$ cat config.mk
export PLATFORM = sky130hd
export DESIGN_NAME = fetch_stage
export DESIGN_NICKNAME = d
export VERILOG_FILES = /design/src/rtl/fetch_stage.sv
export SDC_FILE = /design/constraint.sdc
export NUM_CORES = 1
export LEC_CHECK = 0
export BUFFER_PORTS_ARGS = -buffer_cell sky130_fd_sc_hd__buf_4
export CORE_UTILIZATION = 40
export DETAILED_ROUTE_END_ITERATION = 12
export PLACE_DENSITY = 0.66
export SYNTH_ARGS = -nofsm -noshare
export SYNTH_HDL_FRONTEND = slang
export SYNTH_SLANG_ARGS = --single-unit
$ cat constraint.sdc
create_clock -name clk -period 2.45 [get_ports clk]
set_input_delay 0.49 -clock clk [delete_from_list [all_inputs] [get_ports clk]]
set_output_delay 0.49 -clock clk [all_outputs]
set_load 0.02 [all_outputs]
$ cat src/rtl/fetch_stage.sv
`default_nettype none
// ---------------------------------------------------------------------------
// fetch_stage : instruction fetch with IF/ID register, stall hold and redirect
// rev 1.0
// ---------------------------------------------------------------------------
module fetch_stage #(
  parameter logic [31:0] RESET_PC = 32'h0000_0000
) (
  input  logic        clk,
  input  logic        rst_n,
  input  logic        stallI,
  input  logic        branchTakenI,
  input  logic [31:0] branchTargetI,
  input  logic        jumpI,
  input  logic [31:0] jumpTargetI,
  output logic        imemReqO,
  output logic [31:0] imemAddrO,
  input  logic        imemReadyI,
  input  logic [31:0] imemDataI,
  output logic [31:0] instruccionO,
  output logic [31:0] instruccionSiguienteO,
  output logic        validO
);

  typedef enum logic [0:0] {
    FETCH = 1'b0,
    HOLD  = 1'b1
  } state_t;

  state_t      state_q, state_d;
  logic [31:0] pc_q, pc_d;
  logic [31:0] instr_q, instr_d;
  logic [31:0] next_q, next_d;
  logic        valid_q, valid_d;
  logic [31:0] hold_word_q, hold_word_d;
  logic [31:0] hold_next_q, hold_next_d;

  logic        redirect;
  logic [31:0] redirect_target;
  logic [31:0] pc_plus4;

  // Branch wins over jump when both are raised in the same cycle.
  assign redirect        = branchTakenI | jumpI;
  assign redirect_target = branchTakenI ? branchTargetI : jumpTargetI;
  assign pc_plus4        = pc_q + 32'd4;

  always_comb begin
    state_d     = state_q;
    pc_d        = pc_q;
    instr_d     = instr_q;
    next_d      = next_q;
    valid_d     = valid_q;
    hold_word_d = hold_word_q;
    hold_next_d = hold_next_q;

    if (redirect) begin
      pc_d        = redirect_target & 32'hFFFF_FFFC;
      instr_d     = 32'h0;
      next_d      = 32'h0;
      valid_d     = 1'b0;
      hold_word_d = 32'h0;
      hold_next_d = 32'h0;
      state_d     = FETCH;
    end else begin
      case (state_q)
        FETCH: begin
          if (imemReadyI && !stallI) begin
            instr_d = imemDataI;
            next_d  = pc_plus4;
            valid_d = 1'b1;
            pc_d    = pc_plus4;
          end else if (imemReadyI && stallI) begin
            // Decode is frozen: park the word until the stall clears.
            hold_word_d = imemDataI;
            hold_next_d = pc_plus4;
            state_d     = HOLD;
          end else if (!stallI) begin
            instr_d = 32'h0;
            valid_d = 1'b0;
          end
        end
        HOLD: begin
          if (!stallI) begin
            instr_d = hold_word_q;
            next_d  = hold_next_q;
            valid_d = 1'b1;
            pc_d    = pc_plus4;
            state_d = FETCH;
          end
        end
        default: state_d = FETCH;
      endcase
    end
  end

  always_ff @(posedge clk or negedge rst_n) begin
    if (!rst_n) begin
      state_q     <= FETCH;
      pc_q        <= RESET_PC;
      instr_q     <= 32'h0;
      next_q      <= 32'h0;
      valid_q     <= 1'b0;
      hold_word_q <= 32'h0;
      hold_next_q <= 32'h0;
    end else begin
      state_q     <= state_d;
      pc_q        <= pc_d;
      instr_q     <= instr_d;
      next_q      <= next_d;
      valid_q     <= valid_d;
      hold_word_q <= hold_word_d;
      hold_next_q <= hold_next_d;
    end
  end

  assign imemReqO              = rst_n && (state_q == FETCH);
  assign imemAddrO             = pc_q;
  assign instruccionO          = instr_q;
  assign instruccionSiguienteO = next_q;
  assign validO                = valid_q;

endmodule
`default_nettype wire

==> results.sh, run 1 <==
export IMPL_seqPwrFrac=0.405
export IMPL_crit_path_end_kind="flip-flop"
export IMPL_syn_area_um2=7630
export IMPL_hold_path_class="input pin to asynchronous set/reset pin"
export IMPL_globalRouteOverflowTotal=0
export IMPL_drv_slew=0
export IMPL_drive_gt1_frac=0.286
export IMPL_fin_crit_sh=0.879
export IMPL_ant_nets=0
export IMPL_tns_ns=0
export IMPL_track_usage=0.232
export IMPL_p_clk_frac=0.449
export IMPL_wl_per_cell_um=18.0
export IMPL_p_leak_nw=4.50
export IMPL_combPwrFrac=0.145
export IMPL_seq_area_frac_synth=0.511
export IMPL_powerDensity_nw_per_um2=689
export IMPL_nets=1081
export IMPL_cp_slowest_cell="or4_4"
export IMPL_critPathRequiredTime_ns=2.76
export IMPL_async_flop_share=1.00
export IMPL_crit_path_max_incr_delay_ns=0.72
export IMPL_cts_resized=0
export IMPL_relSlewSlack=0.311
export IMPL_period_minus_slack_ns=2.15
export IMPL_place_gp_congestion=0.837
export IMPL_synth_cell_types=53
export IMPL_ys_ff_latch=156
export IMPL_worst_pin_slew_ns=1.03
export IMPL_syn_mean_instance_area_um2=9.46
export IMPL_start_util=0.408
export IMPL_cts_sinks=156
export IMPL_diodes=0
export IMPL_syn_to_final_growth_pct=31.6
export IMPL_grt_pass1_vias=6563
export IMPL_root_buffer="clkbuf_16"
export IMPL_synthCells=807
export IMPL_clkLatencyLatePin_ns=0.42
export IMPL_ys_flop_type="dfrtp_1"
export IMPL_io_buffers=191
export IMPL_dp_hpwl_mm=14.8
export IMPL_fp_coreArea_um2=18700
export IMPL_final_hold_violation_count=0
export IMPL_fp_dieH_um=140
export IMPL_cts_setup_buffers=0
export IMPL_cts_hold_buffers_added=0
export IMPL_cts_buffer_depth=2
export IMPL_p_switching_mw=1.86
export IMPL_grt_pass1_wl_mm=35.7
export IMPL_regToRegSetupSlack_ns=0.30
export IMPL_rows=50
export IMPL_drc=0
export IMPL_worst_setup_path_type="flip-flop to flip-flop"
export IMPL_p_int_mw=5.06
export IMPL_dieArea_um2=19600
export IMPL_htree_levels=4
export IMPL_path_cells="nand4_4, or4_4, nor4_2, xnor2_1, a21oi_1"
export IMPL_cts_clk_slew_worst_paths_ns=0.07
export IMPL_cp_arrival_ns=2.46
export IMPL_synth_edf_count=0
export IMPL_netSwitchingFraction=0.269
export IMPL_dr_pass1_iters=5
export IMPL_finalWirelength_mm=22.1
export IMPL_cap_viol_max_count=0
export IMPL_finalSetupViolCount=0
export IMPL_synth_warnings=0
export IMPL_status="finished, final reports clean"
export IMPL_ios=200
export IMPL_worstSetupStartpointType="flip-flop"
export IMPL_fin_util=0.537
export IMPL_via_per_inst=5.52
export IMPL_cts_tree="built"
export IMPL_finalPower_mw=6.92
export IMPL_vias=6768
export IMPL_clock_skew_ns=0.00728
export IMPL_detail_route_iter0_violations=488
export IMPL_worst_path_max_fanout=17
export IMPL_vdd_drop_max_mv=0.478
export IMPL_fillers=1677
export IMPL_grt_max_degree=157
export IMPL_dieWidth_um=140
export IMPL_antenna_found_initial=0
export IMPL_fmax_mhz=464
export IMPL_rsz0062_at_grt="no"
export IMPL_numCtsBuffers=17
-- state kept, by name, summed over array words and instances, names as in the netlist --
| signal | flops |
|---|---|
| instruccionSiguienteO | 30 |
| imemAddrO | 30 |
| state_q | 1 |
| hold_word_q | 32 |
| hold_next_q | 30 |
| instruccionO | 32 |
| validO | 1 |
-- critical path: cells and delay by family (launching register included) --
kind	cells	cell delay (ns)
AO/OA/AOI/OAI	1	0.08
XOR/XNOR	1	0.16
flip-flops	1	0.53
AND/OR/NAND/NOR	3	1.26
-- layer usage --
| metal | vias up | routed length [um] | GRT usage | part of all wire |
|---|---|---|---|---|
| met4 | 0 | 373 | 0.0752 | 0.017 |
| met2 | 231 | 9970 | 0.348 | 0.45 |
| met3 | 24 | 1110 | 0.0393 | 0.050 |
| li1 | 3236 | - | - | - |
| met5 | - | 0 | 0 | 0 |
| met1 | 3277 | 10600 | 0.339 | 0.48 |
-- synth_stat cells, types with 6 or more instances --
cell type / count / area [um^2]
clkbuf_1: 59 / 221
mux2i_1: 8 / 80.1
nand2_1: 82 / 308
nor2_1: 53 / 199
nor2b_1: 7 / 43.8
nand4_1: 14 / 87.6
nor3_2: 7 / 70.1
xnor2_1: 24 / 210
o21ai_1: 16 / 80.1
nand3_1: 50 / 250
buf_2: 6 / 30.0
o21ai_0: 52 / 260
a22o_1: 39 / 342
a211oi_1: 7 / 52.6
xor2_1: 21 / 184
a22oi_1: 18 / 135
o22ai_1: 19 / 119
dfrtp_1: 156 / 3900
a21oi_1: 93 / 465
nor4_2: 6 / 75.1
-- cell families (layout without fill, tap and decap cells) --
family,Yosys count,in the layout,synth area share
buffers and inverters,81,262,0.0447
AO/OA/AOI/OAI,268,268,0.216
AND/OR/NAND/NOR,247,247,0.164
flip-flops,156,156,0.511
XOR/XNOR,45,45,0.0516
other,1,4,0.000491
multiplexers,8,8,0.0105
adder cells (fa/ha/maj),1,1,0.00164
-- cell usage in the layout, fill, tap and decap left out, types with 4 or more instances in the layout --
master and n:
a211oi_1 7, a21oi_1 92, a22o_1 39, a22oi_1 18, and3_1 5, buf_4 222, bufinv_16 6, clkbuf_16 17
conb_1 4, dfrtp_1 155, inv_6 4, mux2i_1 8, nand2_1 82, nand3_1 50, nand4_1 14, nor2_1 52
nor2b_1 7, nor3_2 7, nor4_2 6, o21a_1 4, o21ai_0 52, o21ai_1 16, o22ai_1 19, o2bb2ai_1 4
xnor2_1 24, xor2_1 21
-- area by class of cell --
type | instances | area, um^2 | area share
sequential | 156 | 3910 | 0.389
clock inverter | 14 | 253 | 0.0252
clock buffer | 18 | 439 | 0.0437
multi-input combinational | 573 | 3420 | 0.340
timing repair buffer | 225 | 1720 | 0.171
tap | 234 | 293 | 0.0291
inverter | 5 | 18.8 | 0.00187
-- stage by stage --
stage,area (um^2),std cells,hold WS [ns],setup slack (ns)
floorplan,7650,810,0.194,0.0988
global placement,9350,1193,0.457,0.256
detailed placement,9350,1193,0.466,0.236
CTS,10000,1225,0.263,0.286
global route,10000,1225,0.280,0.171
finish,10000,1225,0.186,0.297
-- worst paths after layout --
check / from / end / depth (start not counted)
max in group asynchronous: rst_n / state_q / 2
min in group clk: branchTargetI[4] / imemAddrO[4] / 3
worst max-delay path: imemAddrO[4] / imemAddrO[28] / 5
worst max register to register: imemAddrO[4] / imemAddrO[28] / 5
worst min-delay path: rst_n / instruccionSiguienteO[25] / 2
worst min register to register: hold_next_q[10] / hold_next_q[10] / 2
-- power groups by stage --
stage | Clock, mW | Combinational [mW] | Sequential [mW]
6_report | 3.11 | 1.01 | 2.81
5_1_grt | 3.24 | 1.10 | 2.82
4_1_cts | 3.14 | 1.01 | 2.81
3_5_place_dp | 0 | 1.01 | 2.85
3_3_place_gp | 0 | 1.00 | 2.85
2_1_floorplan | 0 | 0.446 | 2.92
(Power assumes the default switching activity.)
==> inputs of run 2 (changes only) <==
==> constraint.sdc (replaced) <==
create_clock -name clk -period 2.45 [get_ports clk]
set_input_delay 0.49 -clock clk [delete_from_list [all_inputs] [get_ports clk]]
set_output_delay 0.49 -clock clk [all_outputs]
set_load 0.1 [all_outputs]
==> run 2 against run 1 <==
Sequential cell count is the same. Setup slack gained 0.042 ns. Final area shrank 1.6%. Worst hold slack got worse by 0.085 ns. Total power down 2.8%. Fmax grew 2.0%. Sequential power is essentially flat. Critical path type unchanged. Largest power group is now sequential cells.
==> results.sh, run 2 (same netlist as run 1, synthesis figures left out) <==
export IMPL_fin_crit_sh=0.862
export IMPL_relSlewSlack=0.476
export IMPL_drc=0
export IMPL_htree_levels=4
export IMPL_cp_slowest_cell="or4_4"
export IMPL_worst_setup_path_type="flip-flop to flip-flop"
export IMPL_path_cells="ha_1, inv_1, or4_4, nor4_2, xnor2_1, a21oi_1"
export IMPL_cts_setup_buffers=0
export IMPL_detail_route_iter0_violations=377
export IMPL_fillers=1728
export IMPL_globalRouteOverflowTotal=0
export IMPL_worstReg2RegStart="imemAddrO[2]"
export IMPL_worst_path_buf_inv=1
export IMPL_rows=50
export IMPL_ios=200
export IMPL_dieWidth_um=140
export IMPL_combPwrFrac=0.225
export IMPL_layout_commonest_cell="buf_4"
export IMPL_worst_pin_slew_ns=0.786
export IMPL_clkLatencyLatePin_ns=0.42
export IMPL_p_leak_nw=4.38
export IMPL_drive_gt1_frac=0.297
export IMPL_via_per_inst=5.55
export IMPL_antenna_found_initial=0
export IMPL_worstSetupStartpointType="flip-flop"
export IMPL_finalWirelength_mm=21.8
export IMPL_vdd_drop_max_mv=0.454
export IMPL_grt_pass1_vias=6400
export IMPL_crit_path_max_incr_delay_ns=0.69
export IMPL_hold_slack_ns=0.101
export IMPL_cap_viol_max_count=0
export IMPL_final_hold_violation_count=0
export IMPL_start_util=0.408
export IMPL_syn_to_final_growth_pct=29.4
export IMPL_critPathLaunch="imemAddrO[2]"
export IMPL_cp_arrival_ns=2.40
export IMPL_critPathTopFamily="simple AND/OR/NAND/NOR gates"
export IMPL_place_gp_congestion=0.802
export IMPL_io_buffers=191
export IMPL_track_usage=0.230
export IMPL_fp_coreArea_um2=18700
export IMPL_p_clk_frac=0.355
export IMPL_cts_resized=0
export IMPL_drv_slew=0
export IMPL_cts_buffer_depth=2
export IMPL_p_int_mw=4.40
export IMPL_grt_max_degree=95
export IMPL_seqPwrFrac=0.420
export IMPL_cts_clk_slew_worst_paths_ns=0.07
export IMPL_wl_per_cell_um=17.8
export IMPL_mostFrequentLayoutCells="buf_4 (219), dfrtp_1 (140), a21oi_1 (92)"
export IMPL_hold_path_class="input pin to asynchronous set/reset pin"
export IMPL_dr_pass1_iters=4
export IMPL_dieArea_um2=19600
export IMPL_ant_nets=0
export IMPL_period_minus_slack_ns=2.11
export IMPL_fp_dieH_um=140
export IMPL_nets=1078
export IMPL_diodes=0
export IMPL_finalSetupViolCount=0
export IMPL_dp_hpwl_mm=15.0
export IMPL_rsz0062_at_grt="no"
export IMPL_vias=6775
export IMPL_grt_pass1_wl_mm=35.4
export IMPL_powerDensity_nw_per_um2=680
export IMPL_cts_hold_buffers_added=0
export IMPL_p_switching_mw=2.33
export IMPL_tns_ns=0
export IMPL_critPathRequiredTime_ns=2.74
export IMPL_netSwitchingFraction=0.346
export IMPL_final_cells=1221
export IMPL_cts_sinks=156
export IMPL_post_place_cells=1190
export IMPL_worst_path_max_fanout=17
export IMPL_fmax_mhz=474
export IMPL_numCtsBuffers=17
export IMPL_crit_path_end_kind="flip-flop"
export IMPL_status="finished, final reports clean"
export IMPL_clock_skew_ns=0.00981
export IMPL_root_buffer="clkbuf_16"
export IMPL_cts_tree="built"
## run 2: final timing paths
| kind | cells after the start | slack, ns | end |
|---|---|---|---|
| hold reg to reg | 2 | 0.48 | hold_next_q[10] |
| setup / recovery | 6 | 0.34 | imemAddrO[30] |
| max in group asynchronous | 2 | 1.68 | instruccionO[13] |
| min in group clk | 3 | 0.28 | imemAddrO[2] |
| hold / removal | 2 | 0.10 | instruccionSiguienteO[29] |
| setup reg to reg | 6 | 0.34 | imemAddrO[30] |
## run 2: area by class of cell
class,instances,area [um^2],share of cell area
Clock buffer,19,433,0.0438
Clock inverter,12,91.3,0.00924
Inverter,5,18.8,0.00190
Multi-Input combinational cell,573,3420,0.346
Sequential cell,156,3930,0.398
Tap cell,234,293,0.0296
Timing Repair Buffer,222,1700,0.172
## run 2: power groups by stage
stage | registers, mW | clock network, mW | logic (mW)
after floorplan | 3.41 | 0 | 0.475
after global placement | 2.87 | 0 | 1.51
after detailed placement | 2.87 | 0 | 1.52
after CTS | 2.82 | 2.44 | 1.52
after global routing | 2.84 | 2.54 | 1.61
final | 2.82 | 2.39 | 1.51
## run 2: per-stage QoR
step | utilization | setup slack [ns] | area [um^2] | total power, mW
floorplan | - | 0.0324 | 7680 | 3.89
global placement | 0.500 | 0.367 | 9360 | 4.38
detailed placement | 0.500 | 0.345 | 9360 | 4.39
CTS | 0.528 | 0.333 | 9880 | 6.78
global route | 0.528 | 0.200 | 9880 | 6.99
finish | 0.528 | 0.339 | 9880 | 6.72
## run 2: routing by layer
| metal | track usage | vias to the layer above | wire length [um] |
|---|---|---|---|
| met5 | 0 | - | 0 |
| met4 | 0.0665 | 0 | 301 |
| met3 | 0.0472 | 24 | 1170 |
| met2 | 0.346 | 203 | 10000 |
| met1 | 0.335 | 3324 | 10300 |
| li1 | - | 3224 | - |
